===== src/rtl/cordic_arbiter_if.sv =====
// Shared types and requester/engine bus for the CORDIC arbiter.
// The interface carries both the requester handshake and the engine-facing payloads.
package cordic_arbiter_pkg;
    localparam int unsigned NUM_STAGE  = 16;
    localparam int unsigned XYZ_IN_W   = 16;
    localparam int unsigned XYZ_OUT_W  = 18;

    typedef enum logic { ROTATION = 1'b0, VECTOR = 1'b1 } cordic_func;

    typedef struct packed {
        logic signed [XYZ_IN_W-1:0] x;
        logic signed [XYZ_IN_W-1:0] y;
        logic signed [XYZ_IN_W-1:0] z;
    } cordic_data_in;

    typedef struct packed {
        logic signed [XYZ_OUT_W-1:0] x;
        logic signed [XYZ_OUT_W-1:0] y;
        logic signed [XYZ_OUT_W-1:0] z;
    } cordic_data;

    typedef struct packed {
        logic          vld;
        cordic_func    func;
        cordic_data_in data;
    } st_cordic_in;

    typedef struct packed {
        logic       vld;
        cordic_data data;
    } st_cordic_out;
endpackage

interface cordic_arbiter_if #(
    parameter int unsigned NUM_REQ = 4
);
    import cordic_arbiter_pkg::*;

    logic          [NUM_REQ-1:0] req_vld;
    logic          [NUM_REQ-1:0] req_func;
    cordic_data_in [NUM_REQ-1:0] req_data;
    logic          [NUM_REQ-1:0] req_rdy;
    st_cordic_in                 cordic_in;
    st_cordic_out                cordic_out;
    logic          [NUM_REQ-1:0] rsp_vld;
    cordic_data                  rsp_data;

    // Requesters and engine side.
    modport master (
        output req_vld, req_func, req_data, cordic_out,
        input  req_rdy, cordic_in, rsp_vld, rsp_data
    );

    // Arbiter side.
    modport slave (
        input  req_vld, req_func, req_data, cordic_out,
        output req_rdy, cordic_in, rsp_vld, rsp_data
    );
endinterface


===== src/rtl/cordic_arbiter.sv =====
// Round-robin arbiter sharing one pipelined CORDIC engine among NUM_REQ requesters.
// A tag pipe matched to the engine latency steers each result back to its issuer.
module cordic_arbiter
    import cordic_arbiter_pkg::*;
#(
    parameter int unsigned NUM_REQ    = 4,
    parameter int unsigned CORDIC_LAT = NUM_STAGE,
    parameter int unsigned ID_W       = $clog2(NUM_REQ)
) (
    input  logic            clk,
    input  logic            rst,
    input  logic            en_i,
    input  logic            err_clr_i,
    cordic_arbiter_if.slave bus,
    output logic            busy_o,
    output logic            err_o
);

    logic                          gnt_vld_c;
    logic [ID_W-1:0]               gnt_id_c;
    logic [ID_W-1:0]               rr_ptr_q,  rr_ptr_d;
    st_cordic_in                   cin_q,     cin_d;
    logic [CORDIC_LAT:0]           tag_vld_q, tag_vld_d;
    logic [CORDIC_LAT:0][ID_W-1:0] tag_id_q,  tag_id_d;
    logic [NUM_REQ-1:0]            rsp_vld_q, rsp_vld_d;
    cordic_data                    rsp_data_q, rsp_data_d;
    logic                          err_q,     err_d;
    logic                          hit_c;
    logic                          mis_c;

    // First pending requester at or above rr_ptr, wrapping; suppressed in reset so outputs clear at once.
    always_comb begin
        gnt_vld_c = 1'b0;
        gnt_id_c  = '0;
        for (int unsigned k = 0; k < NUM_REQ; k++) begin
            if (!gnt_vld_c && bus.req_vld[ID_W'((32'(rr_ptr_q) + k) % NUM_REQ)]) begin
                gnt_vld_c = 1'b1;
                gnt_id_c  = ID_W'((32'(rr_ptr_q) + k) % NUM_REQ);
            end
        end
        if (!en_i || rst) begin
            gnt_vld_c = 1'b0;
        end
    end

    assign bus.req_rdy = gnt_vld_c ? (NUM_REQ'(1) << gnt_id_c) : '0;

    always_comb begin
        rr_ptr_d      = rr_ptr_q;
        cin_d         = cin_q;
        cin_d.vld     = gnt_vld_c;
        if (gnt_vld_c) begin
            rr_ptr_d   = ID_W'((32'(gnt_id_c) + 32'd1) % NUM_REQ);
            cin_d.func = cordic_func'(bus.req_func[gnt_id_c]);
            cin_d.data = bus.req_data[gnt_id_c];
        end

        tag_vld_d = {tag_vld_q[CORDIC_LAT-1:0], gnt_vld_c};
        tag_id_d  = {tag_id_q[CORDIC_LAT-1:0],  gnt_id_c};

        // Tag at the pipe end must coincide with an engine result; anything else is misalignment.
        hit_c      = tag_vld_q[CORDIC_LAT] & bus.cordic_out.vld;
        mis_c      = tag_vld_q[CORDIC_LAT] ^ bus.cordic_out.vld;
        rsp_vld_d  = hit_c ? (NUM_REQ'(1) << tag_id_q[CORDIC_LAT]) : '0;
        rsp_data_d = hit_c ? bus.cordic_out.data : rsp_data_q;
        err_d      = mis_c | (err_q & ~err_clr_i);
    end

    always_ff @(posedge clk or posedge rst) begin
        if (rst) begin
            rr_ptr_q   <= '0;
            cin_q      <= '0;
            tag_vld_q  <= '0;
            tag_id_q   <= '0;
            rsp_vld_q  <= '0;
            rsp_data_q <= '0;
            err_q      <= 1'b0;
        end else begin
            rr_ptr_q   <= rr_ptr_d;
            cin_q      <= cin_d;
            tag_vld_q  <= tag_vld_d;
            tag_id_q   <= tag_id_d;
            rsp_vld_q  <= rsp_vld_d;
            rsp_data_q <= rsp_data_d;
            err_q      <= err_d;
        end
    end

    assign bus.cordic_in = cin_q;
    assign bus.rsp_vld   = rsp_vld_q;
    assign bus.rsp_data  = rsp_data_q;
    assign busy_o        = cin_q.vld | (|tag_vld_q);
    assign err_o         = err_q;

endmodule


===== src/flat_wrapper.sv =====
// flat-port wrapper written by rule: the top's interface ports become plain ports
module cordic_arbiter_flat import cordic_arbiter_pkg::*;
#(
    parameter int unsigned NUM_REQ    = 4,
    parameter int unsigned CORDIC_LAT = NUM_STAGE,
    parameter int unsigned ID_W       = $clog2(NUM_REQ)
)
  (clk, rst, en_i, err_clr_i, busy_o, err_o, bus_req_vld, bus_req_func, bus_req_data, bus_cordic_out, bus_req_rdy, bus_cordic_in, bus_rsp_vld, bus_rsp_data);
  cordic_arbiter_if #(.NUM_REQ(NUM_REQ)) bus_i ();
  input  logic clk;
  input  logic rst;
  input  logic en_i;
  input  logic err_clr_i;
  output logic busy_o;
  output logic err_o;
  input wire logic [$bits(bus_i.req_vld)-1:0] bus_req_vld;
  input wire logic [$bits(bus_i.req_func)-1:0] bus_req_func;
  input wire logic [$bits(bus_i.req_data)-1:0] bus_req_data;
  input wire logic [$bits(bus_i.cordic_out)-1:0] bus_cordic_out;
  output wire logic [$bits(bus_i.req_rdy)-1:0] bus_req_rdy;
  output wire logic [$bits(bus_i.cordic_in)-1:0] bus_cordic_in;
  output wire logic [$bits(bus_i.rsp_vld)-1:0] bus_rsp_vld;
  output wire logic [$bits(bus_i.rsp_data)-1:0] bus_rsp_data;
  assign bus_i.req_vld = bus_req_vld;
  assign bus_i.req_func = bus_req_func;
  assign bus_i.req_data = bus_req_data;
  assign bus_i.cordic_out = bus_cordic_out;
  assign bus_req_rdy = bus_i.req_rdy;
  assign bus_cordic_in = bus_i.cordic_in;
  assign bus_rsp_vld = bus_i.rsp_vld;
  assign bus_rsp_data = bus_i.rsp_data;
  cordic_arbiter #(.NUM_REQ(NUM_REQ), .CORDIC_LAT(CORDIC_LAT), .ID_W(ID_W)) u_core (.clk(clk), .rst(rst), .en_i(en_i), .err_clr_i(err_clr_i), .bus(bus_i), .busy_o(busy_o), .err_o(err_o));
endmodule

===== config.mk =====
export PLATFORM = sky130hd
export DESIGN_NAME = cordic_arbiter_flat
export DESIGN_NICKNAME = d
export VERILOG_FILES = /design/src/rtl/cordic_arbiter_if.sv /design/src/rtl/cordic_arbiter.sv /design/src/flat_wrapper.sv
export SDC_FILE = /design/constraint.sdc
export NUM_CORES = 1
export LEC_CHECK = 0
export CAP_MARGIN = 20
export CORE_AREA = 5 5 143 145
export CTS_CLUSTER_DIAMETER = 80
export DETAILED_ROUTE_END_ITERATION = 16
export DIE_AREA = 0 0 148 150
export PLACE_DENSITY = 0.77
export SLEW_MARGIN = 20
export SYNTH_ARGS = -nofsm -noshare
export SYNTH_HDL_FRONTEND = slang
export SYNTH_SLANG_ARGS = --single-unit
export TNS_END_PERCENT = 50

===== constraint.sdc =====
create_clock -name clk -period 9.6 [get_ports clk]
set_clock_uncertainty 0.1 [all_clocks]
set_input_delay 1.92 -clock clk [delete_from_list [all_inputs] [get_ports clk]]
set_output_delay 1.92 -clock clk [all_outputs]
set_load 0.05 [all_outputs]

==> results of run 1 <==
layout by cell type (no fill, tap or decap), types with 4 or more instances in the layout:
cell | synthesis | routed
nand3_1 | 16 | 15
a221oi_1 | 36 | 36
mux2_2 | 54 | 54
inv_6 | 0 | 4
and3_1 | 14 | 14
mux2i_1 | 49 | 49
o21ai_0 | 53 | 53
clkinvlp_4 | 0 | 7
nor2_1 | 54 | 54
o22ai_1 | 49 | 49
clkdlybuf4s50_1 | 0 | 372
buf_4 | 1 | 7
nand4_1 | 14 | 14
clkbuf_16 | 0 | 17
dfrtp_1 | 161 | 161
worst max-delay path, stage by stage:
cell and delay [ns]:
clkdlybuf4s50_1 0.79, o21ai_0 0.32, buf_4 0.23, clkinv_1 0.46, nor3_1 0.39, clkdlybuf4s50_1 0.87
Yosys cell counts, types with 2 or more instances:
cell        n
mux2i_1    49
nor4_1      3
and2_1      2
o22ai_1    49
nand2b_1    3
inv_1       4
nor2b_1     2
buf_6       2
mux2_2     54
nand3_1    16
a21oi_1     3
a221oi_1   36
and3_1     14
dfrtp_1   161
buf_1       7
buf_2      10
nor3_1      3
or4_1       2
nand4_1    14
nand2_1     3
buf_12      5
o21bai_1    3
a21o_1      2
nor2_1     54
o21ai_0    53
clkbuf_1   25
area by class of cell:
type / count / area share [%]
Multi-Input combinational cell: 376 / 23.7
Inverter: 5 / 0.196
Timing Repair Buffer: 382 / 33.3
Clock buffer: 19 / 3.86
Tap cell: 238 / 2.60
Clock inverter: 13 / 1.10
Antenna cell: 2 / 0.0436
Sequential cell: 161 / 35.1
sequential cells by signal (all words and copies together) (netlist names):
| name | cells |
|---|---|
| u_core.bus.rsp_vld | 4 |
| u_core.err_o | 1 |
| u_core.rr_ptr_q | 2 |
| u_core.tag_id_d | 32 |
| u_core.bus.rsp_data | 54 |
| u_core.bus.cordic_in | 49 |
| u_core.tag_vld_q | 17 |
| u_core.tag_id_q | 2 |
per-stage QoR:
step	setup slack (ns)	hold WS [ns]
5_1_grt	2.38	0.255
3_5_place_dp	2.54	0.235
3_3_place_gp	2.52	0.233
4_1_cts	2.50	0.249
2_1_floorplan	1.91	0.231
6_report	2.60	0.246
power by group through the flow:
stage / combinational, mW / sequential (mW) / clock (mW)
finish: 1.07 / 0.907 / 0.647
floorplan: 0.313 / 1.27 / 0
global placement: 1.06 / 0.912 / 0
detailed placement: 1.07 / 0.919 / 0
CTS: 1.07 / 0.908 / 0.669
global route: 1.13 / 0.927 / 0.698
metal layers:
layer / up-vias / track usage (%) / wire length, um
li1: 2923 / - / -
met1: 2938 / 23.9 / 8810
met2: 313 / 33.8 / 11200
met3: 35 / 8.00 / 2380
met4: 0 / 7.58 / 589
met5: - / 0 / 0
how the worst max path moves through the flow:
stage | cells past startpoint | to | start | slack, ns
4_1_cts | 6 | bus_req_rdy[0] | bus_req_vld[3] | 2.50
5_1_grt | 6 | bus_req_rdy[0] | bus_req_vld[3] | 2.38
3_5_place_dp | 6 | bus_req_rdy[0] | bus_req_vld[3] | 2.54
2_1_floorplan | 6 | bus_req_rdy[1] | rst | 1.91
3_3_place_gp | 6 | bus_req_rdy[0] | bus_req_vld[3] | 2.52
6_report | 6 | bus_req_rdy[0] | bus_req_vld[3] | 2.60
cell families (layout without fill, tap and decap cells):
kind of cell | Yosys count | after routing
AOI/OAI and AO/OA | 151 | 151
other | 0 | 2
adders and majority gates | 1 | 1
and+or+nand+nor | 121 | 121
muxes | 103 | 103
DFF | 161 | 161
buffers and inverters | 55 | 419
==> results.sh, run 1 <==
export IMPL_drc=0
export IMPL_path_class="input port to output port"
export IMPL_critPathArrivalTime_ns=4.98
export IMPL_die_w_um=148
export IMPL_synth_top_area_share_pct=57.2
export IMPL_grt_ovfl_total=0
export IMPL_drt_iter0_markers=261
export IMPL_fin_nets=1203
export IMPL_yosysWarnings=0
export IMPL_die_area_um2=22200
export IMPL_netSwitchingFraction_pct=38.6
export IMPL_die_h_um=150
export IMPL_power_frac_seq_pct=34.5
export IMPL_p_leak_nw=4.73
export IMPL_fin_cells=1196
export IMPL_cp_end_kind="output port"
export IMPL_worstHoldEndpoint="u_core.tag_id_d[24]$_DFF_PP0_"
export IMPL_ys_async_sr_fraction_pct=100
export IMPL_dr_pass1_iters=4
export IMPL_holdPathStages=0
export IMPL_drtAntennaViolNets=0
export IMPL_cts_hold_buf=0
export IMPL_maxCapViolCount=0
export IMPL_cts_buffers=17
export IMPL_rr_worst_depth=6
export IMPL_r2r_end="u_core.bus.cordic_in[34]$_DFFE_PP0P_"
export IMPL_clkPwrFrac_pct=24.6
export IMPL_synth_xor_area_share_pct=0
export IMPL_hpwl_um=17400
export IMPL_pwr_density_cell_nw_per_um2=229
export IMPL_timing_rr_start="u_core.rr_ptr_q[0]$_DFFE_PP0P_"
export IMPL_synthDistinctLibCells=39
export IMPL_via_per_inst=5.19
export IMPL_fin_area_um2=11500
export IMPL_wl_per_cell_um=19.2
export IMPL_multi_input_area_um2=2730
export IMPL_max_slew_margin_pct=33.3
export IMPL_drive_gt1_share_pct=10.8
export IMPL_crit_fanout=21
export IMPL_place_area_um2=10900
export IMPL_final_setup_viol_count=0
export IMPL_final_core_util_pct=60.1
export IMPL_cts_setup_buffers=0
export IMPL_dp_cells=1161
export IMPL_worstMarginPinSlew_ns=0.999
export IMPL_cts_tree="done"
export IMPL_ioPinCount=373
export IMPL_clock_latency_ns=0.41
export IMPL_portBuffers=372
export IMPL_start_kind="input port"
export IMPL_clock_sinks=161
export IMPL_vias=6209
export IMPL_drt_total_wl_um=23000
export IMPL_min_period_over_period_pct=72.9
export IMPL_first_global_vias=6361
export IMPL_gp_congestion=0.958
export IMPL_grt_max_degree=113
export IMPL_fin_crit_ns=7.00
export IMPL_initial_core_util_pct=36.9
export IMPL_grt_antenna_before_repair=2
export IMPL_syn_to_final_growth_pct=62.8
export IMPL_synth_top_family_by_area="multiplexers"
export IMPL_ys_seq_area_share_pct=57.2
export IMPL_fp_coreArea_um2=19100
export IMPL_rsz0062_at_grt="no"
export IMPL_power_internal_mw=1.61
export IMPL_syn_inst=592
export IMPL_synth_fa_ha_area_share_pct=0.177
export IMPL_required_ns=7.58
export IMPL_synth_compound_area_share_pct=13.9
export IMPL_track_usage_pct=20.3
export IMPL_cts_path_max_buffers=2
export IMPL_min_from="u_core.tag_id_d[22]$_DFF_PP0_"
export IMPL_status="finished, final reports clean"
export IMPL_max_freq_mhz=143
export IMPL_muxShareOfSynthArea_pct=15.6
export IMPL_yosys_top_cells_area="dfrtp_1 (57%), mux2_2 (8.6%), mux2i_1 (7.0%), a221oi_1 (4.5%), o22ai_1 (4.3%)"
export IMPL_finalSetupTns_ns=0
export IMPL_synth_main_ff_cell="dfrtp_1"
export IMPL_worstHoldPathType="register to register"
export IMPL_synth_seq_cells=161
export IMPL_register_area_um2=4030
export IMPL_synth_area_leader_cell="dfrtp_1"
export IMPL_hold_viol_final=0
export IMPL_post_cts_resized=0
export IMPL_syn_nets=852
export IMPL_avgSynthCellArea_um2=11.9
export IMPL_grt_pass1_wl_um=34900
export IMPL_h_tree_depth=4
export IMPL_slew_viol_final=0
export IMPL_p_sw_mw=1.01
export IMPL_total_power_mw=2.63
export IMPL_synth_edf_count=0
export IMPL_fillers=1593
export IMPL_path_clk_slew_ns=0.06
export IMPL_fp_row_count=51
export IMPL_synth_simple_gate_area_share_pct=8.63
export IMPL_r2r_slack_ns=7.06
export IMPL_ir_drop_mv=0.109
export IMPL_cts_root_buf="clkbuf_16"
export IMPL_p_comb_share_pct=40.8
export IMPL_synth_area_um2=7050
No activity file was read; power rests on OpenSTA's default activity.
==> inputs of run 2 (changes only) <==
--- a/config.mk
+++ b/config.mk
@@ -6,10 +6,10 @@
 export NUM_CORES = 1
 export LEC_CHECK = 0
 export CAP_MARGIN = 20
-export CORE_AREA = 5 5 143 145
+export CORE_MARGIN = 5
+export CORE_UTILIZATION = 36
 export CTS_CLUSTER_DIAMETER = 80
 export DETAILED_ROUTE_END_ITERATION = 16
-export DIE_AREA = 0 0 148 150
 export PLACE_DENSITY = 0.77
 export SLEW_MARGIN = 20
 export SYNTH_ARGS = -nofsm -noshare
==> constraint.sdc (replaced) <==
create_clock -name clk -period 6.38 [get_ports clk]
set_clock_uncertainty 0.1 [all_clocks]
set_input_delay 1.276 -clock clk [delete_from_list [all_inputs] [get_ports clk]]
set_output_delay 1.276 -clock clk [all_outputs]
set_load 0.05 [all_outputs]
==> run 2 against run 1 <==
Against the previous run: non-clock buffer count rose by 1; first-iteration DRC count rose by 23%; setup slack got worse by 1.2 ns; combinational power rose by 50%; cell count rose by 2.3%; clock power rose by 61%; register-to-register slack got worse by 3.0 ns; sequential power rose by 50%; routed wire length barely moved; global-route usage fell by 0.39 points; critical path depth did not move; critical endpoint is now bus_req_rdy[3].
==> results.sh, run 2 (synthesis gave the netlist of run 1 again) <==
export IMPL_worst_slack_ns=1.45
export IMPL_fin_nets=1204
export IMPL_cts_path_max_buffers=2
export IMPL_total_power_mw=4.01
export IMPL_via_per_inst=5.08
export IMPL_syn_to_final_growth_pct=64.2
export IMPL_hold_viol_final=0
export IMPL_drc=0
export IMPL_max_slew_margin_pct=29.7
export IMPL_layout_cells_most_common="clkdlybuf4s50_1"
export IMPL_final_core_util_pct=59.7
export IMPL_fin_crit_ns=4.93
export IMPL_largest_reg_flops=54
export IMPL_p_leak_nw=4.78
export IMPL_track_usage_pct=19.9
export IMPL_ioPinCount=373
export IMPL_clock_sinks=161
export IMPL_critPathArrivalTime_ns=3.56
export IMPL_cts_setup_buffers=0
export IMPL_vias=6213
export IMPL_crit_fanout=21
export IMPL_ir_drop_mv=0.180
export IMPL_finalSetupTns_ns=0
export IMPL_post_cts_resized=0
export IMPL_worstMarginPinSlew_ns=1.05
export IMPL_rsz0062_at_grt="no"
export IMPL_portBuffers=372
export IMPL_grt_antenna_before_repair=2
export IMPL_die_area_um2=22500
export IMPL_fp_row_count=51
export IMPL_worstHoldPathType="register to register"
export IMPL_clock_latency_ns=0.42
export IMPL_h_tree_depth=4
export IMPL_hpwl_um=17000
export IMPL_fin_area_um2=11600
export IMPL_grt_pass1_wl_um=34800
export IMPL_first_global_vias=6381
export IMPL_path_clk_slew_ns=0.07
export IMPL_grt_util_met1_pct=24.0
export IMPL_required_ns=5.00
export IMPL_place_ws_ns=1.44
export IMPL_final_cell_mix="clkdlybuf4s50_1 (369), dfrtp_1 (161), nor2_1 (54), mux2_2 (54), o21ai_0 (53)"
export IMPL_place_area_um2=10900
export IMPL_cts_tree="done"
export IMPL_fin_cells=1223
export IMPL_maxCapViolCount=0
export IMPL_initial_core_util_pct=36.3
export IMPL_grt_busiest_layer="met2"
export IMPL_gr_usage_met3_pct=6.60
export IMPL_status="finished, final reports clean"
export IMPL_whs_ns=0.244
export IMPL_drt_total_wl_um=23000
export IMPL_drtAntennaViolNets=0
export IMPL_drive_gt1_share_pct=11.4
export IMPL_use_met2_pct=34.1
export IMPL_die_h_um=150
export IMPL_die_w_um=150
export IMPL_cp_end_kind="output port"
export IMPL_start_kind="input port"
export IMPL_path_class="input port to output port"
export IMPL_grt_ovfl_total=0
export IMPL_min_period_over_period_pct=77.3
export IMPL_slew_viol_final=0
export IMPL_cts_hold_buf=0
export IMPL_wl_per_cell_um=18.8
export IMPL_gp_congestion=0.837
export IMPL_drt_iter0_markers=320
export IMPL_max_freq_mhz=203
export IMPL_cts_root_buf="clkbuf_16"
export IMPL_dp_cells=1190
export IMPL_final_setup_viol_count=0
export IMPL_grt_max_degree=162
export IMPL_cts_buffers=17
export IMPL_pwr_density_cell_nw_per_um2=347
export IMPL_fp_coreArea_um2=19400
export IMPL_dr_pass1_iters=5
[run 2: cell types whose count changed in the layout (fill, tap and decap cells not counted), sizes merged, moves of 2 or more]
cell / delta
buf: +4
clkbuf: -2
clkdlybuf4s50: -3
clkinv: +5
clkinvlp: -6
inv: +4
[run 2: worst paths after layout]
check                                                       end                            from  slack [ns]  cells after the start
max                                              bus_req_rdy[3]                  bus_req_vld[3]        1.45                      6
min                               u_core.tag_id_d[30]$_DFF_PP0_   u_core.tag_id_d[28]$_DFF_PP0_        0.24                      0
max reg2reg                 u_core.bus.cordic_in[8]$_DFFE_PP0P_  u_core.rr_ptr_q[0]$_DFFE_PP0P_        4.03                      6
min reg2reg                       u_core.tag_id_d[30]$_DFF_PP0_   u_core.tag_id_d[28]$_DFF_PP0_        0.24                      0
max in group asynchronous  u_core.bus.cordic_in[31]$_DFFE_PP0P_                             rst        4.11                      3
min in group asynchronous  u_core.bus.cordic_in[36]$_DFFE_PP0P_                             rst        1.34                      3
[run 2: per-layer routing]
metal,vias up,part of all wire [%]
met5,-,0.087
met4,2,1.3
met3,19,9.2
met2,292,50
met1,2988,39
li1,2912,-
[run 2: worst max-delay path, cell delays in order]
cell and delay (ns):
clkdlybuf4s50_1 0.95, nor3_1 0.16, nand2b_1 0.13, nand3_2 0.09, nor2_1 0.14, clkdlybuf4s50_1 0.82
[run 2: power by group]
group	switching [mW]	leakage, nW	internal, mW
logic	0.977	2.59	0.636
registers	0.129	1.89	1.24
clock network	0.497	0.301	0.541
[run 2: area by class of cell]
class,count,area (um^2)
Fill cell,1619,7830
Clock buffer,17,425
Sequential cell,161,4030
Multi-Input combinational cell,376,2730
Inverter,5,22.5
Tap cell,265,332
Antenna cell,1,2.50
Timing Repair Buffer,383,3840
Clock inverter,15,199
